**src/rtl/hazard_stall_ctrl_if.sv**
```systemverilog
// Decode-side hazard control bundle: pipeline status into the controller,
// register enables/flushes and stall statistics back out.
interface hazard_stall_ctrl_if #(
  parameter int CNT_W = 16
);
  logic [4:0]       id_rs;
  logic [4:0]       id_rt;
  logic             ex_mem_read;
  logic [4:0]       ex_rt;
  logic             id_branch_taken;
  logic             id_jump;
  logic             id_uses_hilo;
  logic             ex_muldiv_start;
  logic             mem_req;
  logic             mem_ready;
  logic             pc_wr_en;
  logic             if_id_wr_en;
  logic             if_id_flush;
  logic             id_ex_flush;
  logic             pipe_freeze;
  logic             muldiv_busy;
  logic [CNT_W-1:0] stall_count;

  modport master (
    output id_rs, id_rt, ex_mem_read, ex_rt, id_branch_taken, id_jump,
           id_uses_hilo, ex_muldiv_start, mem_req, mem_ready,
    input  pc_wr_en, if_id_wr_en, if_id_flush, id_ex_flush, pipe_freeze,
           muldiv_busy, stall_count
  );

  modport slave (
    input  id_rs, id_rt, ex_mem_read, ex_rt, id_branch_taken, id_jump,
           id_uses_hilo, ex_muldiv_start, mem_req, mem_ready,
    output pc_wr_en, if_id_wr_en, if_id_flush, id_ex_flush, pipe_freeze,
           muldiv_busy, stall_count
  );
endinterface

```
**src/rtl/hazard_stall_ctrl.sv**
```systemverilog
// Hazard controller for the 5-stage pipeline: freeze on data-memory wait,
// stall on load-use or HI/LO-while-busy, flush IF/ID on branch/jump redirect.
module hazard_stall_ctrl #(
  parameter int MULDIV_CYCLES = 8,
  parameter int CNT_W         = 16
) (
  input logic           clk,
  input logic           reset,
  hazard_stall_ctrl_if.slave bus
);
  localparam logic [0:0] RUN      = 1'b0;
  localparam logic [0:0] MEM_WAIT = 1'b1;

  logic [0:0]       state_reg, state_next;
  logic [7:0]       md_cnt_reg, md_cnt_next;
  logic [CNT_W-1:0] stall_cnt_reg, stall_cnt_next;

  logic freeze, busy, load_use, data_stall, redirect;
  logic pc_wr, ifid_wr, ifid_flush, idex_flush;

  assign freeze     = bus.mem_req & ~bus.mem_ready;
  assign busy       = (md_cnt_reg != 8'd0);
  assign load_use   = bus.ex_mem_read & (bus.ex_rt != 5'd0) &
                      ((bus.ex_rt == bus.id_rs) | (bus.ex_rt == bus.id_rt));
  assign data_stall = load_use | (busy & bus.id_uses_hilo);
  assign redirect   = bus.id_branch_taken | bus.id_jump;

  // A redirect under a data stall is dropped; the held branch re-resolves.
  always_comb begin
    pc_wr      = 1'b1;
    ifid_wr    = 1'b1;
    ifid_flush = 1'b0;
    idex_flush = 1'b0;
    if (!reset) begin
      pc_wr      = 1'b0;
      ifid_flush = 1'b1;
      idex_flush = 1'b1;
    end else if (freeze) begin
      pc_wr   = 1'b0;
      ifid_wr = 1'b0;
    end else if (data_stall) begin
      pc_wr      = 1'b0;
      ifid_wr    = 1'b0;
      idex_flush = 1'b1;
    end else if (redirect) begin
      ifid_flush = 1'b1;
    end
  end

  always_comb begin
    state_next = state_reg;
    case (state_reg)
      RUN:      if (freeze) state_next = MEM_WAIT;
      MEM_WAIT: if (bus.mem_ready) state_next = RUN;
      default:  state_next = RUN;
    endcase
  end

  // Counter keeps running through a freeze; a start seen during a freeze is
  // ignored because EX presents it again once the freeze lifts.
  always_comb begin
    md_cnt_next = md_cnt_reg;
    if (bus.ex_muldiv_start && !busy && !freeze)
      md_cnt_next = 8'(MULDIV_CYCLES);
    else if (busy)
      md_cnt_next = md_cnt_reg - 8'd1;
  end

  always_comb begin
    stall_cnt_next = stall_cnt_reg;
    if (!pc_wr && (stall_cnt_reg != {CNT_W{1'b1}}))
      stall_cnt_next = stall_cnt_reg + {{(CNT_W-1){1'b0}}, 1'b1};
  end

  always_ff @(posedge clk) begin
    if (!reset) begin
      state_reg     <= RUN;
      md_cnt_reg    <= 8'd0;
      stall_cnt_reg <= '0;
    end else begin
      state_reg     <= state_next;
      md_cnt_reg    <= md_cnt_next;
      stall_cnt_reg <= stall_cnt_next;
    end
  end

  assign bus.pc_wr_en    = pc_wr;
  assign bus.if_id_wr_en = ifid_wr;
  assign bus.if_id_flush = ifid_flush;
  assign bus.id_ex_flush = idex_flush;
  assign bus.pipe_freeze = reset & freeze;
  assign bus.muldiv_busy = reset & busy;
  assign bus.stall_count = stall_cnt_reg;
endmodule

```
**src/flat_wrapper.sv**
```systemverilog
// flat-port wrapper written by rule: the top's interface ports become plain ports
module hazard_stall_ctrl_flat 
#(
  parameter int MULDIV_CYCLES = 8,
  parameter int CNT_W         = 16
)
  (clk, reset, bus_id_rs, bus_id_rt, bus_ex_mem_read, bus_ex_rt, bus_id_branch_taken, bus_id_jump, bus_id_uses_hilo, bus_ex_muldiv_start, bus_mem_req, bus_mem_ready, bus_pc_wr_en, bus_if_id_wr_en, bus_if_id_flush, bus_id_ex_flush, bus_pipe_freeze, bus_muldiv_busy, bus_stall_count);
  hazard_stall_ctrl_if #(.CNT_W(CNT_W)) bus_i ();
  input logic clk;
  input logic reset;
  input wire logic [$bits(bus_i.id_rs)-1:0] bus_id_rs;
  input wire logic [$bits(bus_i.id_rt)-1:0] bus_id_rt;
  input wire logic [$bits(bus_i.ex_mem_read)-1:0] bus_ex_mem_read;
  input wire logic [$bits(bus_i.ex_rt)-1:0] bus_ex_rt;
  input wire logic [$bits(bus_i.id_branch_taken)-1:0] bus_id_branch_taken;
  input wire logic [$bits(bus_i.id_jump)-1:0] bus_id_jump;
  input wire logic [$bits(bus_i.id_uses_hilo)-1:0] bus_id_uses_hilo;
  input wire logic [$bits(bus_i.ex_muldiv_start)-1:0] bus_ex_muldiv_start;
  input wire logic [$bits(bus_i.mem_req)-1:0] bus_mem_req;
  input wire logic [$bits(bus_i.mem_ready)-1:0] bus_mem_ready;
  output wire logic [$bits(bus_i.pc_wr_en)-1:0] bus_pc_wr_en;
  output wire logic [$bits(bus_i.if_id_wr_en)-1:0] bus_if_id_wr_en;
  output wire logic [$bits(bus_i.if_id_flush)-1:0] bus_if_id_flush;
  output wire logic [$bits(bus_i.id_ex_flush)-1:0] bus_id_ex_flush;
  output wire logic [$bits(bus_i.pipe_freeze)-1:0] bus_pipe_freeze;
  output wire logic [$bits(bus_i.muldiv_busy)-1:0] bus_muldiv_busy;
  output wire logic [$bits(bus_i.stall_count)-1:0] bus_stall_count;
  assign bus_i.id_rs = bus_id_rs;
  assign bus_i.id_rt = bus_id_rt;
  assign bus_i.ex_mem_read = bus_ex_mem_read;
  assign bus_i.ex_rt = bus_ex_rt;
  assign bus_i.id_branch_taken = bus_id_branch_taken;
  assign bus_i.id_jump = bus_id_jump;
  assign bus_i.id_uses_hilo = bus_id_uses_hilo;
  assign bus_i.ex_muldiv_start = bus_ex_muldiv_start;
  assign bus_i.mem_req = bus_mem_req;
  assign bus_i.mem_ready = bus_mem_ready;
  assign bus_pc_wr_en = bus_i.pc_wr_en;
  assign bus_if_id_wr_en = bus_i.if_id_wr_en;
  assign bus_if_id_flush = bus_i.if_id_flush;
  assign bus_id_ex_flush = bus_i.id_ex_flush;
  assign bus_pipe_freeze = bus_i.pipe_freeze;
  assign bus_muldiv_busy = bus_i.muldiv_busy;
  assign bus_stall_count = bus_i.stall_count;
  hazard_stall_ctrl #(.MULDIV_CYCLES(MULDIV_CYCLES), .CNT_W(CNT_W)) u_core (.clk(clk), .reset(reset), .bus(bus_i));
endmodule
```
**config.mk**
```make
export PLATFORM = sky130hd
export DESIGN_NAME = hazard_stall_ctrl_flat
export DESIGN_NICKNAME = d
export VERILOG_FILES = /design/src/rtl/hazard_stall_ctrl_if.sv /design/src/rtl/hazard_stall_ctrl.sv /design/src/flat_wrapper.sv
export SDC_FILE = /design/constraint.sdc
export NUM_CORES = 1
export LEC_CHECK = 0
export ABC_AREA = 1
export CORE_UTILIZATION = 51
export CTS_CLUSTER_SIZE = 40
export DETAILED_ROUTE_END_ITERATION = 10
export GPL_TIMING_DRIVEN = 0
export MAX_ROUTING_LAYER = met4
export PLACE_DENSITY = 0.84
export SLEW_MARGIN = 5
export SYNTH_ARGS = -nofsm -noshare
export SYNTH_HDL_FRONTEND = slang
export SYNTH_SLANG_ARGS = --single-unit
```
**constraint.sdc**
```tcl
create_clock -name clk -period 2.4 [get_ports clk]
set_clock_uncertainty 0.15 [all_clocks]
set_input_delay 0.36 -clock clk [delete_from_list [all_inputs] [get_ports clk]]
set_output_delay 0.36 -clock clk [all_outputs]
set_load 0.02 [all_outputs]
```
# Word level (Yosys, flattened, before mapping)
# Cells that the tools add are included.
[totals] latch_bits=0 rom_bits=0 ram_bits=0 reg_bits=24 in_bits=24 n_memories=0
[op_classes] n_mux=13 bitwise_logic=11 n_shift=0 addsub=2 div=0 magnitude_cmp=0 mul=0 reduce_logical=10 eq_ne=3
[op_table] cell="adder 16 x 1 -> 16 bit, second input constant" n=1
[op_table] cell="!= test 16 bit, second input constant" n=1
[op_table] cell="two-way mux 1 bit" n=11
[op_table] cell="equality test 5 bit" n=2
[op_table] cell="two-way mux 4 bit" n=2
[op_table] cell="nonzero test 8 bit" n=1
[op_table] cell="subtractor 8 x 1 -> 8 bit, second input constant" n=1
[op_table] cell="AND 1 bit" n=6
[op_table] cell="nonzero test 5 bit" n=1
[op_table] cell="logical AND 1 bit" n=3
[op_table] cell="logical NOT 1 bit" n=3
[op_table] cell="bitwise OR 1 bit" n=3
[op_table] cell="NOT 1 bit" n=2
[op_table] cell="nonzero test 2 bit" n=1
[op_table] cell="OR reduction 2 bit" n=1

# Depth between registers and ports, before layout
[logic_depth] ltp_word=9 ltp_mapped=12

# Worst setup path before layout
# Ideal clock, no wire load.
[synth_path] path_type="reg2out" startpoint="register u_core.md_cnt_reg[0]" endpoint="output port bus_if_id_flush" arrival_time_ns=1.388 path_buffers=1 stages_incl_launch_ff=8 t_required_ns=1.890 path_slack_ns=0.502 path_cell_list="dfxtp_1 > inv_1 > ha_1 > nand4_4 > nand2_4 > nand3_4 > buf_6 > o21ai_1"
[synth_between] elab_chain_len=6
[synth_rtl] item="start: declaration" line_no="hazard_stall_ctrl.sv:15" source="logic [7:0] md_cnt_reg, md_cnt_next;"
[synth_rtl] item="start signal: assignment" line_no="hazard_stall_ctrl.sv:82" source="md_cnt_reg <= md_cnt_next;"
[synth_rtl] item="nonzero test 8 bit" line_no="hazard_stall_ctrl.sv:22" source="assign busy = (md_cnt_reg != 8'd0);"
[synth_rtl] item="AND 1 bit" line_no="hazard_stall_ctrl.sv:25" source="assign data_stall = load_use | (busy & bus.id_uses_hilo);"
[synth_rtl] item="bitwise OR 1 bit" line_no="hazard_stall_ctrl.sv:25"
[synth_rtl] item="two-way mux 1 bit" line_no="hazard_stall_ctrl.sv:41" source="end else if (data_stall) begin"
[synth_rtl] item="two-way mux 1 bit" line_no="hazard_stall_ctrl.sv:38" source="end else if (freeze) begin"
[synth_rtl] item="two-way mux 1 bit" line_no="hazard_stall_ctrl.sv:34" source="if (!reset) begin"
[synth_rtl] item="end: declaration" line_no="flat_wrapper.sv:23" source="output wire logic [$bits(bus_i.if_id_flush)-1:0] bus_if_id_flush;"
# No other way between the ends.

# Final worst setup path
[layout_path] startpoint="input port bus_id_rt[3]" endpoint="output port bus_if_id_wr_en"
[layout_between] elab_chain_len=7
[layout_rtl] item="start: declaration" line_no="flat_wrapper.sv:12" source="input wire logic [$bits(bus_i.id_rt)-1:0] bus_id_rt;"
[layout_rtl] item="equality test 5 bit" line_no="hazard_stall_ctrl.sv:24" source="((bus.ex_rt == bus.id_rs) | (bus.ex_rt == bus.id_rt));"
[layout_rtl] item="bitwise OR 1 bit" line_no="hazard_stall_ctrl.sv:24"
[layout_rtl] item="AND 1 bit" line_no="hazard_stall_ctrl.sv:23" source="assign load_use = bus.ex_mem_read & (bus.ex_rt != 5'd0) &"
[layout_rtl] item="bitwise OR 1 bit" line_no="hazard_stall_ctrl.sv:25"
[layout_rtl] item="two-way mux 1 bit" line_no="hazard_stall_ctrl.sv:41"
[layout_rtl] item="two-way mux 1 bit" line_no="hazard_stall_ctrl.sv:38"
[layout_rtl] item="two-way mux 1 bit" line_no="hazard_stall_ctrl.sv:34"
[layout_rtl] item="end: declaration" line_no="flat_wrapper.sv:22" source="output wire logic [$bits(bus_i.if_id_wr_en)-1:0] bus_if_id_wr_en;"
# No other way between the ends.

==> flow_metrics.py <==
metrics = {
    "worst_setup_path": {
        "cp_data_arrival_time_ns": 1.76,
        "critPathKind": "in -> out",
        "r2r_slack_ns": 0.61,
        "end_kind": "primary output",
        "start_kind": "input port",
        "cp_data_required_time_ns": 1.89,
        "crit_fanout": 3,
    },
    "floorplan": {
        "die-area_sq_mm": 0.00344,
        "start_util_pct": 53.6,
        "rows": 20,
        "io_pins": 46,
        "core_sq_mm": 0.00305,
        "die_h_microns": 58.6,
        "die_w_microns": 58.6,
    },
    "sta": {
        "finalMaxSlewViolations": 0,
        "finalWorstSetupSlack_ns": 0.130,
        "worst_pin_slew_ns": 0.264,
        "setup_viol": 0,
        "worst_hold_slack_ns": 0.342,
        "slew_headroom_pct": 82.3,
        "hold_viol": 0,
        "min_period_ns": 2.27,
        "min_period_over_period_pct": 94.6,
        "rsz0062_at_grt": "no",
        "clock.fmax_mhz": 441,
    },
    "synthesis": {
        "synth_area_per_cell_sq_um": 6.22,
        "ys_top_cells_by_area": "dfxtp_1 29%, nand2_1 16%, nor2_1 11%",
        "yosysSeqAreaShare_pct": 29.4,
        "synthCells": 263,
        "synth_seq_cells": 24,
        "synth_edf_count": 0,
        "synth_area_sq_mm": 0.00164,
        "synth_top_cell_by_area": "dfxtp_1",
        "syn_nets": 290,
        "synthFlopType": "dfxtp_1",
        "synthMostInstantiatedCell": "nand2_1",
        "synth_commonest_cells": "69 x nand2_1, 48 x nor2_1, 34 x inv_1",
        "synth_cell_type_count": 29,
        "yosysWarnings": 0,
        "async_flop_share_pct": 0,
        "synth_top_area_share_pct": 29.4,
    },
    "detailed_routing": {
        "drtIter0Drc": 65,
        "wl_microns": 3510,
        "post_drt_via_cell_ratio": 4.77,
        "drc_errors": 0,
        "vias": 1699,
        "wl_per_cell_microns": 9.85,
        "dr.pass1.iters": 4,
        "ant_nets": 0,
    },
    "final_layout": {
        "fillers": 280,
        "area_growth_pct": 32.9,
        "largest_register_ffs": 16,
        "finalCoreUtilization_pct": 71.2,
        "fin_cells": 356,
        "diodes": 0,
        "nets": 341,
        "final_layout_size_suffix_gt1_share_pct": 12.8,
    },
    "clock_network": {
        "cts_buffers": 3,
        "clk_pin_slew_worst_paths_ns": 0.12,
        "clockRootBuffer": "clkbuf_4",
        "clockBufferDepth": 2,
        "insertion_delay_ns": 0.30,
        "ctsHtreeMaxLevel": 1,
        "cts.sinks": 24,
        "cts_tree": "built",
    },
    "grt": {
        "grt_usage_pct": 23.1,
        "grt_max_degree": 13,
        "first_global_vias": 1514,
        "antenna_found_initial": 0,
        "grt_remaining_overflow": 0,
        "grt_pass1_wl_microns": 6000,
    },
    "placed_design": {
        "place.gp.congestion": 0.814,
        "pre_cts_slack_ns": -0.496,
        "hpwl_microns": 2720,
        "numPortBuffers": 45,
        "placedCellCount": 352,
    },
    "power_and_ir_drop": {
        "switching_power_uw": 644,
        "vdd_drop_max_uv": 607,
        "powerDensity_mw_per_mm2": 697,
        "pwr-share-clk_pct": 11.1,
        "p_leak_uw": 0.00106,
        "internal-power_uw": 870,
        "power_frac_comb_pct": 54.0,
        "p_sw_share_pct": 42.5,
        "p_seq_share_pct": 34.9,
    },
    "run_status": {
        "status": "finished, final reports clean",
    },
    "min_path": {
        "holdCritPathClass": "reg -> reg",
    },
    "job": {
        "drv_cap": 0,
    },
}
[metrics by stage]
step / total power [uW] / setup TNS [ns] / instance area, sq um
floorplan: 1150 / 0 / 1640
global placement: 1340 / -1.51 / 2140
detailed placement: 1370 / -1.66 / 2140
CTS: 1530 / 0 / 2170
global route: 1650 / 0 / 2170
finish: 1510 / 0 / 2170
[worst max-delay path, stage by stage]
cell and delay, ns:
clkdlybuf4s50_1 0.48, inv_1 0.04, nand2_1 0.05, nand2_1 0.05
nor2_1 0.11, nand3_1 0.09, nand2_1 0.08, nand2_2 0.09
nand3_4 0.11, nand2_1 0.05, clkdlybuf4s15_2 0.25
[power groups by stage]
stage | combinational [uW] | clock [uW] | sequential, uW
final | 818 | 168 | 528
after global routing | 919 | 190 | 537
after CTS | 827 | 177 | 527
after global placement | 813 | 0 | 531
after floorplan | 607 | 0 | 539
after detailed placement | 830 | 0 | 536
[final cells by class]
| type | count | area, sq um | share of cell area, % |
|---|---|---|---|
| Sequential cell | 24 | 480 | 22.1 |
| Multi-Input combinational cell | 188 | 945 | 43.5 |
| Buffer | 3 | 23.8 | 1.09 |
| Inverter | 47 | 178 | 8.18 |
| Clock buffer | 3 | 22.5 | 1.04 |
| Timing Repair Buffer | 47 | 469 | 21.6 |
| Tap cell | 44 | 55.1 | 2.53 |
[path summary, 6_finish.rpt]
check / end / from / cells past startpoint
worst max-delay path: bus_if_id_wr_en / bus_id_rt[3] / 11
worst min-delay path: u_core.md_cnt_reg[0] / u_core.md_cnt_reg[0] / 2
worst max register to register: u_core.bus.stall_count[8] / u_core.bus.stall_count[0] / 11
worst min register to register: u_core.md_cnt_reg[0] / u_core.md_cnt_reg[0] / 2
[cell families after synthesis]
| family | synth area share [%] |
|---|---|
| adders and majority gates | 2.30 |
| xor gates and xnor gates | 3.75 |
| DFF | 29.4 |
| AOI/OAI and AO/OA | 6.20 |
| buffers and inverters | 13.0 |
| and+or+nand+nor | 45.4 |
[cell usage in the layout, fill, tap and decap left out, types with 2 or more instances in the layout]
| cell type | netlist | routed |
|---|---|---|
| nand2_1 | 69 | 69 |
| nor2_1 | 48 | 47 |
| clkdlybuf4s50_1 | 0 | 35 |
| inv_1 | 34 | 34 |
| dfxtp_1 | 24 | 24 |
| nand3_1 | 20 | 20 |
| a21oi_1 | 17 | 17 |
| inv_2 | 11 | 11 |
| dlymetal6s2s_1 | 0 | 5 |
| nor2_2 | 3 | 4 |
| xor2_1 | 4 | 4 |
| xnor2_1 | 3 | 3 |
| buf_2 | 1 | 3 |
| buf_4 | 1 | 3 |
| nor3_1 | 3 | 3 |
| ha_1 | 3 | 3 |
| clkbuf_4 | 0 | 3 |
| nand4_1 | 2 | 2 |
| o21ai_1 | 2 | 2 |
| nand2_2 | 2 | 2 |
| nor2_4 | 2 | 2 |
| nand4_4 | 2 | 2 |
| nand3_4 | 2 | 2 |
| clkdlybuf4s15_2 | 0 | 2 |
[layer usage]
layer / routed length, microns / part of all wire [%] / track usage [%] / vias up
li1: - / - / - / 908
met1: 1610 / 46 / 28.2 / 748
met2: 1660 / 47 / 39.1 / 39
met3: 196 / 5.6 / 3.08 / 4
met4: 36 / 1.0 / 8.16 / 0
met5: 0 / 0 / - / -
[what timing repair did]
action | in CTS | in global routing
gates resized for setup | 14 | 8
pin swaps | 1 | 0
buffers inserted | 2 | 0
hold buffers | 0 | 0
endpoints found under the setup margin | 5 | 6
Power figures use the tool's default switching activity.
